[src/rtl/mux_scan_ctrl_if.sv]
// Bundle between the mux scan sequencer and its 8:1 mux stage / requester.
// The slave side is the sequencer; the master side drives requests and the mux output.
interface mux_scan_ctrl_if;
    logic       start;
    logic       abort;
    logic [7:0] data_in;
    logic       mux_out;
    logic [7:0] mux_in;
    logic [2:0] sel;
    logic       busy;
    logic       ser_out;
    logic       ser_valid;
    logic [7:0] rx_data;
    logic       done;
    logic       match;

    modport master (
        output start, abort, data_in, mux_out,
        input  mux_in, sel, busy, ser_out, ser_valid, rx_data, done, match
    );

    modport slave (
        input  start, abort, data_in, mux_out,
        output mux_in, sel, busy, ser_out, ser_valid, rx_data, done, match
    );
endinterface

[src/rtl/mux_scan_ctrl.sv]
// Walks the 8:1 mux select across all inputs, samples the mux output per position,
// streams the samples serially and rebuilds the byte for a self-check compare.
module mux_scan_ctrl #(
    parameter int DWELL     = 4,
    parameter bit LSB_FIRST = 1'b1
) (
    input  logic           clk,
    input  logic           rst_n,
    mux_scan_ctrl_if.slave bus
);
    localparam int            CW         = (DWELL > 1) ? $clog2(DWELL) : 1;
    localparam logic [CW-1:0] DWELL_LAST = CW'(DWELL - 1);
    localparam logic [2:0]    SEL_FIRST  = LSB_FIRST ? 3'd0 : 3'd7;

    typedef enum logic [1:0] {IDLE, SCAN, FIN} state_t;

    state_t        state_reg, state_next;
    logic [CW-1:0] dwell_reg;
    logic [2:0]    idx_reg;
    logic [2:0]    sel_reg;
    logic [7:0]    mux_in_reg;
    logic [7:0]    rx_reg;
    logic [7:0]    rx_next;
    logic          ser_out_reg;
    logic          ser_valid_reg;
    logic          match_reg;
    logic          busy;
    logic          done;
    logic          accept;
    logic          sample;
    logic          last_sample;

    assign accept      = (state_reg == IDLE) && bus.start && !bus.abort;
    assign sample      = (state_reg == SCAN) && !bus.abort && (dwell_reg == DWELL_LAST);
    assign last_sample = sample && (idx_reg == 3'd7);

    // Byte with the current sample merged in; also feeds the final compare.
    generate
        for (genvar gi = 0; gi < 8; gi++) begin : g_rx
            assign rx_next[gi] = (sample && (sel_reg == 3'(gi))) ? bus.mux_out : rx_reg[gi];
        end
    endgenerate

    always_ff @(posedge clk or negedge rst_n) begin
        if (!rst_n) begin
            state_reg <= IDLE;
        end else begin
            state_reg <= state_next;
        end
    end

    always_comb begin
        state_next = state_reg;
        case (state_reg)
            IDLE:    if (accept) state_next = SCAN;
            SCAN:    if (bus.abort) state_next = IDLE;
                     else if (last_sample) state_next = FIN;
            FIN:     state_next = IDLE;
            default: state_next = IDLE;
        endcase
    end

    always_comb begin
        busy = (state_reg != IDLE);
        done = (state_reg == FIN);
    end

    always_ff @(posedge clk or negedge rst_n) begin
        if (!rst_n) begin
            dwell_reg     <= '0;
            idx_reg       <= 3'd0;
            sel_reg       <= 3'd0;
            mux_in_reg    <= 8'd0;
            rx_reg        <= 8'd0;
            ser_out_reg   <= 1'b0;
            ser_valid_reg <= 1'b0;
            match_reg     <= 1'b0;
        end else begin
            ser_valid_reg <= 1'b0;
            case (state_reg)
                IDLE: begin
                    if (accept) begin
                        mux_in_reg <= bus.data_in;
                        rx_reg     <= 8'd0;
                        match_reg  <= 1'b0;
                        idx_reg    <= 3'd0;
                        dwell_reg  <= '0;
                        sel_reg    <= SEL_FIRST;
                    end
                end
                SCAN: begin
                    if (bus.abort) begin
                        sel_reg   <= 3'd0;
                        match_reg <= 1'b0;
                        dwell_reg <= '0;
                        idx_reg   <= 3'd0;
                    end else if (sample) begin
                        rx_reg        <= rx_next;
                        ser_out_reg   <= bus.mux_out;
                        ser_valid_reg <= 1'b1;
                        dwell_reg     <= '0;
                        idx_reg       <= idx_reg + 3'd1;
                        sel_reg       <= LSB_FIRST ? (sel_reg + 3'd1) : (sel_reg - 3'd1);
                        if (idx_reg == 3'd7) begin
                            match_reg <= (rx_next == mux_in_reg);
                        end
                    end else begin
                        dwell_reg <= dwell_reg + CW'(1);
                    end
                end
                FIN: begin
                    sel_reg <= 3'd0;
                    if (bus.abort) begin
                        match_reg <= 1'b0;
                    end
                end
                default: ;
            endcase
        end
    end

    assign bus.mux_in    = mux_in_reg;
    assign bus.sel       = sel_reg;
    assign bus.busy      = busy;
    assign bus.ser_out   = ser_out_reg;
    assign bus.ser_valid = ser_valid_reg;
    assign bus.rx_data   = rx_reg;
    assign bus.done      = done;
    assign bus.match     = match_reg;
endmodule

[src/flat_wrapper.sv]
// flat-port wrapper written by rule: the top's interface ports become plain ports
module mux_scan_ctrl_flat 
#(
    parameter int DWELL     = 4,
    parameter bit LSB_FIRST = 1'b1
)
  (clk, rst_n, bus_start, bus_abort, bus_data_in, bus_mux_out, bus_mux_in, bus_sel, bus_busy, bus_ser_out, bus_ser_valid, bus_rx_data, bus_done, bus_match);
  mux_scan_ctrl_if bus_i ();
  input  logic clk;
  input  logic rst_n;
  input wire logic [$bits(bus_i.start)-1:0] bus_start;
  input wire logic [$bits(bus_i.abort)-1:0] bus_abort;
  input wire logic [$bits(bus_i.data_in)-1:0] bus_data_in;
  input wire logic [$bits(bus_i.mux_out)-1:0] bus_mux_out;
  output wire logic [$bits(bus_i.mux_in)-1:0] bus_mux_in;
  output wire logic [$bits(bus_i.sel)-1:0] bus_sel;
  output wire logic [$bits(bus_i.busy)-1:0] bus_busy;
  output wire logic [$bits(bus_i.ser_out)-1:0] bus_ser_out;
  output wire logic [$bits(bus_i.ser_valid)-1:0] bus_ser_valid;
  output wire logic [$bits(bus_i.rx_data)-1:0] bus_rx_data;
  output wire logic [$bits(bus_i.done)-1:0] bus_done;
  output wire logic [$bits(bus_i.match)-1:0] bus_match;
  assign bus_i.start = bus_start;
  assign bus_i.abort = bus_abort;
  assign bus_i.data_in = bus_data_in;
  assign bus_i.mux_out = bus_mux_out;
  assign bus_mux_in = bus_i.mux_in;
  assign bus_sel = bus_i.sel;
  assign bus_busy = bus_i.busy;
  assign bus_ser_out = bus_i.ser_out;
  assign bus_ser_valid = bus_i.ser_valid;
  assign bus_rx_data = bus_i.rx_data;
  assign bus_done = bus_i.done;
  assign bus_match = bus_i.match;
  mux_scan_ctrl #(.DWELL(DWELL), .LSB_FIRST(LSB_FIRST)) u_core (.clk(clk), .rst_n(rst_n), .bus(bus_i));
endmodule
[config.mk]
export PLATFORM = sky130hd
export DESIGN_NAME = mux_scan_ctrl_flat
export DESIGN_NICKNAME = d
export VERILOG_FILES = /design/src/rtl/mux_scan_ctrl_if.sv /design/src/rtl/mux_scan_ctrl.sv /design/src/flat_wrapper.sv
export SDC_FILE = /design/constraint.sdc
export NUM_CORES = 1
export LEC_CHECK = 0
export CAP_MARGIN = 5
export CORE_ASPECT_RATIO = 0.5
export CORE_MARGIN = 4
export CORE_UTILIZATION = 53
export DETAILED_ROUTE_END_ITERATION = 8
export PLACE_DENSITY = 0.92
export SETUP_SLACK_MARGIN = 0.4
export SLEW_MARGIN = 10
export SYNTH_ARGS = -nofsm -noshare
export SYNTH_HDL_FRONTEND = slang
export SYNTH_SLANG_ARGS = --single-unit
[constraint.sdc]
create_clock -name clk -period 5.4 [get_ports clk]
set_input_delay 1.35 -clock clk [delete_from_list [all_inputs] [get_ports clk]]
set_output_delay 1.35 -clock clk [all_outputs]
set_load 0.02 [all_outputs]
======== Yosys cells after proc, flatten, opt, wreduce, memory -nomap -nowiden ========
Index checks and enable logic that the tools add are counted.
word-level totals
  flip-flop bits (word level) ............. 29
  input port bits ......................... 13
  output and inout port bits .............. 24
  logic and storage cells ................. 95
operators by class
  add/sub/neg operators ................... 3
  eq/ne operators ......................... 19
  mux-type cells .......................... 36
  bitwise gates (word level) .............. 1
  reduce and logical (&&, ||, !) cells .... 27
operators by type and width
  kind                 count
  $mux 8               3
  $mux 1               16
  $pmux 8 s2           1
  $eq 3x3->1 const B   5
  $mux 3               5
  $logic_and 1x1->1    13
  $mux 2               6
  $pmux 3 s3           1
  $reduce_and 3->1     3
  $eq 8x8->1           1
  $pmux 2 s2           2
  $add 3x1->3 const B  2
  $eq 3x2->1 const B   2
  $ne 3x2->1 const B   2
  $pmux 3 s2           1
  $reduce_and 2->1     3
  $reduce_and 5->1     1
  $eq 2x2->1 const B   2
  $ne 2x1->1 const B   2
  $ne 2x2->1 const B   2
  $reduce_and 4->1     1
  $reduce_bool 2->1    2
  $eq 3x1->1 const B   1
  $logic_not 3->1      1
  8 further kinds      8

======== Longest topological paths before layout ========
Gate-level depths: netlist of the first run.
  depth after elaboration ................. 10
  depth in mapped cells ................... 10
  gate-level depth less buffers ........... 7

======== Worst setup path after synthesis of the first run ========
Ideal clock, no wire load.
  path type ............................... input-to-reg
  from .................................... in bus_abort
  to ...................................... reg u_core.match_reg (netlist: u_core.bus.match)
  setup time .............................. 104 ps
  arrival ................................. 2613 ps
  path slack .............................. 2684 ps
  stages .................................. 6
  path buffers ............................ 1
  cells stage by stage .................... nand4bb_1 > buf_6 > or3_4 > a21oi_2 > o2111ai_1 > o41ai_2
between the ends
  longest elaborated chain between the ends .. 10
  elaborated cells between the ends (all ways) .. 30
  classes of those cells .................. 5 x eq/ne; 12 x mux; 13 x reduce/logical
ends and longest elaborated chain
  element                         RTL line                                  text
  start, declared                 flat_wrapper.sv:12                        input wire logic [$bits(bus_i.abort)-1:0] bus_abort;
  $logic_not 1->1                 mux_scan_ctrl.sv:33, mux_scan_ctrl.sv:34
  $logic_and 1x1->1 (2 in a row)  mux_scan_ctrl.sv:34                       assign sample = (state_reg == SCAN) && !bus.abort && (dwell_reg == DWELL_LAST);
  $logic_and 1x1->1               mux_scan_ctrl.sv:40                       assign rx_next[gi] = (sample && (sel_reg == 3'(gi))) ? bus.mux_out : rx_reg[gi];
  $mux 1                          mux_scan_ctrl.sv:40
  $eq 8x8->1                      mux_scan_ctrl.sv:105                      match_reg <= (rx_next == mux_in_reg);
  $mux 1                          mux_scan_ctrl.sv:104                      if (idx_reg == 3'd7) begin
  $mux 1                          mux_scan_ctrl.sv:97                       end else if (sample) begin
  $mux 1                          mux_scan_ctrl.sv:92                       if (bus.abort) begin
  $pmux 1 s3                      mux_scan_ctrl.sv:80                       case (state_reg)
  end signal, assigned            mux_scan_ctrl.sv:105
  end, declared                   mux_scan_ctrl.sv:26                       logic match_reg;
Several ways; a longest one is shown, not always the timed one. The select of a mux whose other input is x is not followed.
A chain may end at the register's enable or synchronous reset.

======== Worst setup path in the final report of the first run ========
Ends and elaborated chain as after synthesis.

==> qor.yml, run 1 <==
logic_synthesis:
  synth.most_common_cell: "sky130_fd_sc_hd__nand2_1"
  synth-edff-count: 0
  synth.yosys.warnings: 0
  yosys.area.top_type: "sky130_fd_sc_hd__dfrtp_1"
  synthTopCellsByArea: "sky130_fd_sc_hd__dfrtp_1, sky130_fd_sc_hd__nand2_1, sky130_fd_sc_hd__ha_1"
  post_synth_most_frequent_cells: "sky130_fd_sc_hd__nand2_1, sky130_fd_sc_hd__dfrtp_1, sky130_fd_sc_hd__o21ai_0"
  netlist-cell-type-count: 37
  synth_async_sr_flop_share_pct: 100
  top_area_cell_type_share_of_the_netlist_area_pct: 44.4
  synth_area_mm2: 0.00164
  synthesis.nets: 199
  postSynthRegisterBits: 29
  synth_area_per_cell_um2: 9.24
  ys_seq_area_share_pct: 44.4
  yosys_most_used_dff: "sky130_fd_sc_hd__dfrtp_1"
  synthCells: 177
power:
  total_power_divided_by_cell_area_mw_per_mm2: 261
  post-layout-total-power_uw: 545
  relative_contribution_of_sequential_cells_to_total_power_pct: 46.3
  combPwrFrac_pct: 20.8
  power.leakage_nw: 0.967
  swShare_pct: 28.7
  peakVddDrop_v: 0.000154
  clock_power_share_pct: 32.9
  power.switching_uw: 156
  p_int_uw: 388
timing:
  hold_viol_final: 0
  period_share_pct: 62.3
  relSlewSlack_pct: 70.8
  setup_total_negative_slack_ns: 0
  worst_slew_pin_slew_ns: 0.439
  final_period_minus_worst_setup_slack_ns: 3.37
  setup_viol: 0
  fin_skew_ns: 0.00454
  drv_slew: 0
  fmaxAchievable_mhz: 297
  rsz0062_at_grt: "false"
run:
  drv_cap: 0
outcome:
  run_status: "completed"
floorplanning:
  placeableCoreArea_mm2: 0.00277
  die_w_um: 86.6
  die_extent_in_y_um: 47.3
  effective_utilization_at_floorplan_pct: 59.1
  ioPinCount: 37
  placementRows: 13
  dieArea_mm2: 0.00409
grt:
  pin_count_of_the_biggest_net_entering_global_routing: 30
  global_route_wire_length_before_repair_mm: 6.58
  antenna_found_initial: 0
  first_global_vias: 1408
  grtUsageTotal_pct: 21.5
  grt_remaining_overflow: 0
worst_setup_path:
  critPathKind: "input port to register"
  critical_path.startpoint_type: "input port"
  path_max_fanout: 21
  ff2ff_setup_slack_ns: 3.09
  worst-endpoint-arrival_ns: 3.54
  required_time_of_the_worst_setup_path_ns: 5.58
  timing.reg2reg.worst_path_depth: 8
  critical_path.reg2reg.endpoint: "u_core.bus.match$_DFFE_PN0P_"
  critPathCaptureType: "register"
  reg2reg_from: "u_core.dwell_reg[0]$_DFFE_PN0P_"
min_path:
  hold_path_end: "u_core.bus.ser_out$_DFFE_PN0P_"
  min_from: "u_core.bus.ser_out$_DFFE_PN0P_"
  hold_depth: 2
  timing.hold.worst.class: "register to register"
place:
  buffer_ports.inserted: 36
  hpwlAfterDp_mm: 2.95
  place_inst: 245
  gp_congestion: 0.772
clocking:
  postCtsHoldBufs: 0
  cts_buffers: 5
  clock_latency_ns: 0.28
  tritoncts_num_sinks: 29
  clock-root-buffer: "sky130_fd_sc_hd__clkbuf_8"
  post_cts_setup_buffers: 0
  cts_tree: "built"
  clk_pin_slew_ns: 0.06
  clock_buffer_depth: 2
  cts_resized: 0
  htree_levels: 2
final_layout:
  syn_to_final_growth_pct: 27.6
  post-route-util_pct: 75.5
  layout-drive-gt1-share_pct: 6.51
  instances_no_fill: 252
  fin_nets: 237
  nFillCells: 182
  insertedDiodeCount: 0
detailed_routing:
  detailroute.via_count: 1447
  detailedRoute.firstPassIterationCount: 5
  remaining_drc_errors: 0
  dr.first_iter.drc_count: 139
  drt-total-wl_mm: 4.04
  wl_per_cell_um: 16.0
  routed_via_density: 5.74
  ant_nets: 0
[worst max-delay path, cell delays in order]
cell,delay (ns)
sky130_fd_sc_hd__clkdlybuf4s50_1,0.49
sky130_fd_sc_hd__nand4bb_1,0.24
sky130_fd_sc_hd__buf_4,0.22
sky130_fd_sc_hd__inv_2,0.28
sky130_fd_sc_hd__a21boi_0,0.15
sky130_fd_sc_hd__o211ai_1,0.24
sky130_fd_sc_hd__o2111ai_1,0.20
sky130_fd_sc_hd__o41ai_2,0.36
[power by group through the flow]
stage          Sequential (mW)  Combinational, mW  Clock (mW)
3_3_place_gp             0.254              0.108           0
6_report                 0.252              0.113       0.179
5_1_grt                  0.254              0.123       0.196
2_1_floorplan            0.268             0.0427           0
3_5_place_dp             0.256              0.113           0
4_1_cts                  0.252              0.114       0.181
[cells by family (layout without fill, tap and decap cells)]
group           Yosys count  in the layout  share of synthesized area, %
mux                       1              1                         0.612
simple gates             65             65                          18.7
fa+ha+maj                 9              9                          6.89
compound gates           54             54                          22.3
flops                    29             29                          44.4
buf+inv                  16             54                          5.51
xor+xnor                  3              3                          1.61
[layout make-up]
class / count / area (µm²) / area share, %
flip-flops and latches: 29 / 726 / 34.8
multi-input cells: 132 / 820 / 39.3
well taps: 37 / 46.3 / 2.22
inverters: 9 / 33.8 / 1.62
clock buffers: 7 / 86.3 / 4.14
repair buffers: 38 / 375 / 18.0
[stage by stage]
step	cell area (µm²)	setup WS, ns	hold slack (ns)
final	2090	2.03	0.476
after global routing	2090	1.91	0.526
after CTS	2090	2.09	0.479
after detailed placement	2000	1.78	0.464
after global placement	2000	2.00	0.464
after floorplan	1640	2.68	0.453
[per-layer routing]
metal | vias to the layer above | routed length (µm) | global-route usage, %
met2 | 58 | 1980 | 36.5
met1 | 690 | 1750 | 27.5
met4 | 0 | 47 | 9.32
met5 | - | 0 | 0
met3 | 6 | 266 | 4.73
li1 | 693 | - | -
[how the worst max path moves through the flow]
stage                     slack, ns       from                            to  depth (start not counted)
after floorplan                2.68  bus_abort  u_core.bus.match$_DFFE_PN0P_                          6
after global placement         2.00  bus_abort  u_core.bus.match$_DFFE_PN0P_                          8
after detailed placement       1.78  bus_abort  u_core.bus.match$_DFFE_PN0P_                          8
after CTS                      2.09  bus_abort  u_core.bus.match$_DFFE_PN0P_                          8
after global routing           1.91  bus_abort  u_core.bus.match$_DFFE_PN0P_                          8
final                          2.03  bus_abort  u_core.bus.match$_DFFE_PN0P_                          8
[layout by cell type (no fill, tap or decap), types with 2 or more instances in the layout]
master                             n
sky130_fd_sc_hd__nand2_1          37
sky130_fd_sc_hd__clkbuf_8          6
sky130_fd_sc_hd__o211ai_1          6
sky130_fd_sc_hd__clkdlybuf4s50_1  36
sky130_fd_sc_hd__and2_1            2
sky130_fd_sc_hd__nor2b_1           4
sky130_fd_sc_hd__and3_1            4
sky130_fd_sc_hd__nand2b_1          2
sky130_fd_sc_hd__nor2_1            6
sky130_fd_sc_hd__a22o_1            5
sky130_fd_sc_hd__ha_1              9
sky130_fd_sc_hd__a21o_1            5
sky130_fd_sc_hd__o21a_1            3
sky130_fd_sc_hd__a21boi_0          2
sky130_fd_sc_hd__dfrtp_1          29
sky130_fd_sc_hd__buf_4             2
sky130_fd_sc_hd__nand3_1           4
sky130_fd_sc_hd__o21ai_0          21
sky130_fd_sc_hd__a21oi_1           4
sky130_fd_sc_hd__xnor2_1           2
sky130_fd_sc_hd__inv_1             8
No activity file was read; power rests on OpenSTA's default activity.
==> run 2, diff against run 1 <==
--- a/config.mk
+++ b/config.mk
@@ -8,9 +8,9 @@
 export CAP_MARGIN = 5
 export CORE_ASPECT_RATIO = 0.5
 export CORE_MARGIN = 4
-export CORE_UTILIZATION = 53
+export CORE_UTILIZATION = 45
 export DETAILED_ROUTE_END_ITERATION = 8
-export PLACE_DENSITY = 0.92
+export PLACE_DENSITY = 0.84
 export SETUP_SLACK_MARGIN = 0.4
 export SLEW_MARGIN = 10
 export SYNTH_ARGS = -nofsm -noshare
==> constraint.sdc (replaced) <==
create_clock -name clk -period 2.94 [get_ports clk]
set_input_delay 0.735 -clock clk [delete_from_list [all_inputs] [get_ports clk]]
set_output_delay 0.735 -clock clk [all_outputs]
set_load 0.02 [all_outputs]
==> qor.yml, run 2 (synthesis results as in run 1) <==
power:
  peakVddDrop_v: 0.000191  # +24%
  total_power_divided_by_cell_area_mw_per_mm2: 463  # +77%
  power.leakage_nw: 0.993  # +2.6%
final_layout:
  most_common_cell_after_layout_fill_and_taps_aside: "sky130_fd_sc_hd__nand2_1"
  layout-drive-gt1-share_pct: 9.50  # +3.0 points
  syn_to_final_growth_pct: 31.8
  insertedDiodeCount: 0  # unchanged
  fin_nets: 242  # +2.1%
  most-common-layout-cells: "sky130_fd_sc_hd__nand2_1, sky130_fd_sc_hd__clkdlybuf4s50_1, sky130_fd_sc_hd__dfrtp_1"
  finish.instance_area_mm2: 0.00215  # +3.2%
clocking:
  clock-root-buffer: "sky130_fd_sc_hd__clkbuf_8"
  htree_levels: 2  # unchanged
  post_cts_setup_buffers: 0  # unchanged
  tritoncts_num_sinks: 29  # unchanged
  postCtsHoldBufs: 0  # unchanged
  clock_latency_ns: 0.29  # about the same
  clk_pin_slew_ns: 0.06  # about the same
  cts_buffers: 5  # unchanged
  cts_tree: "built"
  clock_buffer_depth: 2  # unchanged
worst_setup_path:
  critical_path.top_delay_family: "compound AO/OA/AOI/OAI gates"
  cpPeakStageDelay_ns: 0.47  # -0.02 ns
  critical_path.cell_chain: "clkdlybuf4s50_1, nand4bb_4, buf_4, o21a_1, o211ai_1, o2111ai_1, o41ai_2"
  worst_path_max_delay_cell: "sky130_fd_sc_hd__clkdlybuf4s50_1"
  critPathBufInv: 2  # -1
  path_max_fanout: 14  # -33%
  critical_path.startpoint_type: "input port"
  worst-endpoint-arrival_ns: 2.59  # -0.95 ns
  critPathKind: "input port to register"
  critPathCaptureType: "register"
  required_time_of_the_worst_setup_path_ns: 3.13  # -2.45 ns
  ff2ff_setup_slack_ns: 0.88  # -2.21 ns
grt:
  grtUsageTotal_pct: 18.6  # -2.9 points
  first_global_vias: 1445  # +2.6%
  grt_remaining_overflow: 0  # unchanged
  global_route_wire_length_before_repair_mm: 6.71  # +2.0%
  antenna_found_initial: 0  # unchanged
  pin_count_of_the_biggest_net_entering_global_routing: 30  # unchanged
run:
  drv_cap: 0  # unchanged
detailed_routing:
  ant_nets: 0  # unchanged
  detailroute.via_count: 1500  # +3.7%
  routed_via_density: 5.51  # -4.0%
  remaining_drc_errors: 0  # unchanged
  detailedRoute.firstPassIterationCount: 4  # -1
  dr.first_iter.drc_count: 69  # -50%
  drt-total-wl_mm: 4.11  # +1.8%
  wl_per_cell_um: 15.1  # -5.7%
floorplanning:
  die_extent_in_y_um: 50.6  # +7.1%
  placementRows: 15  # +2
  effective_utilization_at_floorplan_pct: 47.1  # -12 points
  ioPinCount: 37  # unchanged
  die_w_um: 93.3  # +7.7%
  placeableCoreArea_mm2: 0.00347  # +26%
  dieArea_mm2: 0.00472  # +15%
place:
  hpwlAfterDp_mm: 2.99  # +1.2%
  preCtsSetupSlack_ns: 0.0691  # -1.72 ns
  buffer_ports.inserted: 36  # unchanged
  gp_congestion: 0.893  # +16%
  placement.cell_area_mm2: 0.00206  # +2.8%
timing:
  post_route_worst_setup_slack_ns: 0.531  # -1.50 ns
  final_period_minus_worst_setup_slack_ns: 2.41
  hold_viol_final: 0  # unchanged
  period_share_pct: 81.9
  setup_total_negative_slack_ns: 0  # unchanged
  worst_slew_pin_slew_ns: 0.461  # +0.0220 ns
  rsz0062_at_grt: "false"
  fmaxAchievable_mhz: 415
  drv_slew: 0  # unchanged
  relSlewSlack_pct: 69.3  # -1.5 points
  fin_skew_ns: 0.00360  # -0.000944 ns
  setup_viol: 0  # unchanged
outcome:
  run_status: "completed"
min_path:
  timing.hold.worst.class: "register to register"
-- run 2: changes by cell type in the layout (fill, tap and decap cells not counted) --
cell,before,now
sky130_fd_sc_hd__buf_4,2,7
sky130_fd_sc_hd__clkbuf_8,6,5
sky130_fd_sc_hd__clkinv_2,0,2
sky130_fd_sc_hd__nand4bb_1,1,0
sky130_fd_sc_hd__nand4bb_4,0,1
sky130_fd_sc_hd__o21ai_0,21,20
sky130_fd_sc_hd__o21ai_1,0,1
-- run 2: tightest hold or removal path: stages (launching register included) --
cell and delay, ns:
sky130_fd_sc_hd__dfrtp_1 0.35, sky130_fd_sc_hd__nand2_1 0.06, sky130_fd_sc_hd__nand2_1 0.06
-- run 2: report_power, final --
part	switching, mW	internal, mW
Combinational	0.108	0.102
Clock	0.161	0.164
Sequential	0.0330	0.430
-- run 2: repair_timing --
action,in CTS,in global routing
endpoints found under the setup margin,1,1
gates resized for setup,1,2
gates cloned,0,0
-- run 2: worst paths after layout --
| kind | startpoint | to | cells after the start |
|---|---|---|---|
| max | bus_abort | u_core.bus.match$_DFFE_PN0P_ | 7 |
| min | u_core.bus.ser_out$_DFFE_PN0P_ | u_core.bus.ser_out$_DFFE_PN0P_ | 2 |
| max reg2reg | u_core.bus.sel[1]$_DFFE_PN0P_ | u_core.bus.match$_DFFE_PN0P_ | 7 |
| min reg2reg | u_core.bus.ser_out$_DFFE_PN0P_ | u_core.bus.ser_out$_DFFE_PN0P_ | 2 |
| max in group asynchronous | rst_n | u_core.idx_reg[2]$_DFFE_PN0P_ | 2 |
| min in group asynchronous | rst_n | u_core.bus.mux_in[1]$_DFFE_PN0P_ | 2 |
-- run 2: stage by stage --
step	total power [mW]	hold WS, ns	util [%]	std cells
floorplan	0.571	0.439	-	177
global placement	0.671	0.468	59.2	264
detailed placement	0.678	0.471	59.2	264
CTS	1.00	0.489	61.7	272
global route	1.04	0.538	62.1	272
finish	0.997	0.499	62.1	272
-- run 2: cell type report --
type                            count  area (µm²)
Clock buffer                        6        72.6
Clock inverter                      2        10.0
Fill cell                         289        1320
Inverter                            9        33.8
Multi-Input combinational cell    132         836
Sequential cell                    29         726
Tap cell                           51        63.8
Timing Repair Buffer               43         413
-- run 2: per-layer routing --
layer  vias to the layer above  part of all wire (%)  track usage, %  wire (µm)
met5                         -                     0               0          0
met2                        36                    50            32.3       2080
li1                        706                     -               -          -
met3                        10                   4.6            4.04        191
met4                         0                   1.8            7.79         72
met1                       748                    43            22.5       1770
==> run 3, diff against run 2 <==
==> constraint.sdc (replaced) <==
create_clock -name clk -period 2.1 [get_ports clk]
set_input_delay 0.525 -clock clk [delete_from_list [all_inputs] [get_ports clk]]
set_output_delay 0.525 -clock clk [all_outputs]
set_load 0.02 [all_outputs]
==> qor.yml, run 3 (synthesis results as in run 1) <==
outcome:
  run_status: "completed"
clocking:
  tritoncts_num_sinks: 29  # unchanged
  clock_buffer_depth: 2  # unchanged
  clock-root-buffer: "sky130_fd_sc_hd__clkbuf_8"
  clk_pin_slew_ns: 0.06  # about the same
  htree_levels: 2  # unchanged
  cts_tree: "built"
  clock_latency_ns: 0.28  # about the same
  cts_buffers: 5  # unchanged
power:
  clock_power_share_pct: 32.7  # +0.2 points
  power.switching_uw: 430  # +43%
  total_power_divided_by_cell_area_mw_per_mm2: 610  # +32%
  swShare_pct: 29.9  # -0.32 points
  peakVddDrop_v: 0.000304  # +59%
  combPwrFrac_pct: 22.0  # +0.9 points
  relative_contribution_of_sequential_cells_to_total_power_pct: 45.4  # -1.0 points
  post-layout-total-power_mw: 1.44  # +44%
  power.leakage_nw: 1.17  # +18%
  p_int_mw: 1.01  # +45%
final_layout:
  syn_to_final_growth_pct: 44.0
  layout-drive-gt1-share_pct: 25.3  # +16 points
  fin_nets: 259  # +7.0%
  instances_no_fill: 288  # +5.9%
  nFillCells: 252  # -13%
  most-common-layout-cells: "sky130_fd_sc_hd__nand2_1, sky130_fd_sc_hd__dlygate4sd2_1, sky130_fd_sc_hd__dfrtp_1"
  insertedDiodeCount: 0  # unchanged
  most_common_cell_after_layout_fill_and_taps_aside: "sky130_fd_sc_hd__nand2_1"
floorplanning:
  dieArea_mm2: 0.00472  # unchanged
  ioPinCount: 37  # unchanged
  die_w_um: 93.3  # unchanged
  die_extent_in_y_um: 50.6  # unchanged
  placementRows: 15  # unchanged
  placeableCoreArea_mm2: 0.00347  # unchanged
  effective_utilization_at_floorplan_pct: 47.1  # unchanged
detailed_routing:
  wl_per_cell_um: 16.6  # +9.6%
  detailedRoute.firstPassIterationCount: 4  # unchanged
  drt-total-wl_mm: 4.78  # +16%
  ant_nets: 0  # unchanged
  dr.first_iter.drc_count: 107  # +55%
  remaining_drc_errors: 0  # unchanged
  detailroute.via_count: 1566  # +4.4%
  routed_via_density: 5.44  # -1.4%
grt:
  global_route_wire_length_before_repair_mm: 7.27  # +8.4%
  first_global_vias: 1495  # +3.5%
  grt_remaining_overflow: 0  # unchanged
  antenna_found_initial: 0  # unchanged
  pin_count_of_the_biggest_net_entering_global_routing: 30  # unchanged
  grtUsageTotal_pct: 19.9  # +1.3 points
worst_setup_path:
  required_time_of_the_worst_setup_path_ns: 2.27  # -0.86 ns
  path_max_fanout: 6  # -8
  worst-endpoint-arrival_ns: 2.10  # -0.49 ns
  critPathKind: "register to register"
  critical_path.startpoint_type: "register"
  critPathCaptureType: "register"
place:
  buffer_ports.inserted: 36  # unchanged
  gp_congestion: 0.864  # -3.3%
  place_inst: 274  # +3.8%
  hpwlAfterDp_mm: 3.09  # +3.3%
  preCtsSetupSlack_ns: -0.291  # -0.360 ns
timing:
  period_share_pct: 91.7
  setup_viol: 0  # unchanged
  rsz0062_at_grt: "true"
  relSlewSlack_pct: 75.2  # +5.9 points
  worst_slew_pin_slew_ns: 0.371  # -0.0892 ns
  fmaxAchievable_mhz: 519
  finalHoldWorstSlack_ns: 0.512  # +0.0131 ns
  final_period_minus_worst_setup_slack_ns: 1.93
  fin_skew_ns: 0.00374  # +0.000139 ns
  drv_slew: 0  # unchanged
  hold_viol_final: 0  # unchanged
  post_route_worst_setup_slack_ns: 0.174  # -0.358 ns
min_path:
  timing.hold.worst.class: "register to register"
run:
  drv_cap: 0  # unchanged
==> run 3: path summary, 6_finish.rpt <==
kind	slack, ns	to	cells after the start	from
min in group asynchronous	0.63	u_core.bus.mux_in[6]$_DFFE_PN0P_	2	rst_n
worst min register to register	0.51	u_core.bus.ser_out$_DFFE_PN0P_	2	u_core.bus.ser_out$_DFFE_PN0P_
worst max-delay path	0.17	u_core.bus.match$_DFFE_PN0P_	6	u_core.bus.sel[0]$_DFFE_PN0P_
max in group asynchronous	1.18	u_core.state_reg[0]$_DFFE_PN0P_	2	rst_n
worst min-delay path	0.51	u_core.bus.ser_out$_DFFE_PN0P_	2	u_core.bus.ser_out$_DFFE_PN0P_
worst max register to register	0.17	u_core.bus.match$_DFFE_PN0P_	6	u_core.bus.sel[0]$_DFFE_PN0P_
==> run 3: per-layer routing <==
metal	global-route usage, %	wire length (µm)	vias up
met4	8.27	150	0
met5	0	0	-
li1	-	-	743
met2	33.5	2360	53
met1	24.5	2010	755
met3	5.09	254	15
==> run 3: through the flow <==
stage | TNS (ns) | instance area, µm² | util (%)
after floorplan | 0 | 1660 | -
after global placement | -0.216 | 2150 | 62.1
after detailed placement | -0.365 | 2150 | 62.1
after CTS | 0 | 2260 | 65.1
after global routing | 0 | 2350 | 67.8
final | 0 | 2350 | 67.8
==> run 3: critical path: stages, from the launching register on <==
cell and delay (ns):
sky130_fd_sc_hd__dfrtp_2 0.45, sky130_fd_sc_hd__ha_1 0.25, sky130_fd_sc_hd__ha_2 0.20, sky130_fd_sc_hd__mux2i_1 0.19, sky130_fd_sc_hd__xor2_1 0.22, sky130_fd_sc_hd__o211ai_1 0.15, sky130_fd_sc_hd__o41ai_2 0.35
==> run 3: area by class of cell <==
class | count | area (µm²) | area share, %
Tap cell | 51 | 63.8 | 2.71
Multi-Input combinational cell | 132 | 921 | 39.1
Inverter | 9 | 46.3 | 1.97
Clock buffer | 7 | 86.3 | 3.67
Timing Repair Buffer | 60 | 505 | 21.5
Sequential cell | 29 | 732 | 31.1
==> run 3: power by group through the flow <==
stage | logic (mW) | registers [mW] | clock network [mW]
floorplan | 0.118 | 0.690 | 0
global placement | 0.304 | 0.653 | 0
detailed placement | 0.315 | 0.656 | 0
CTS | 0.293 | 0.646 | 0.471
global route | 0.342 | 0.658 | 0.506
finish | 0.315 | 0.652 | 0.469
==> run 3: timing repair <==
| action | CTS | global route |
|---|---|---|
| hold endpoints to repair | 0 | 0 |
| endpoints found under the setup margin | 36 | 17 |
| gates cloned | 1 | 0 |
| hold buffers | 0 | 0 |
| resized for setup | 35 | 20 |
| pin swaps | 6 | 5 |
| buffers inserted | 1 | 5 |
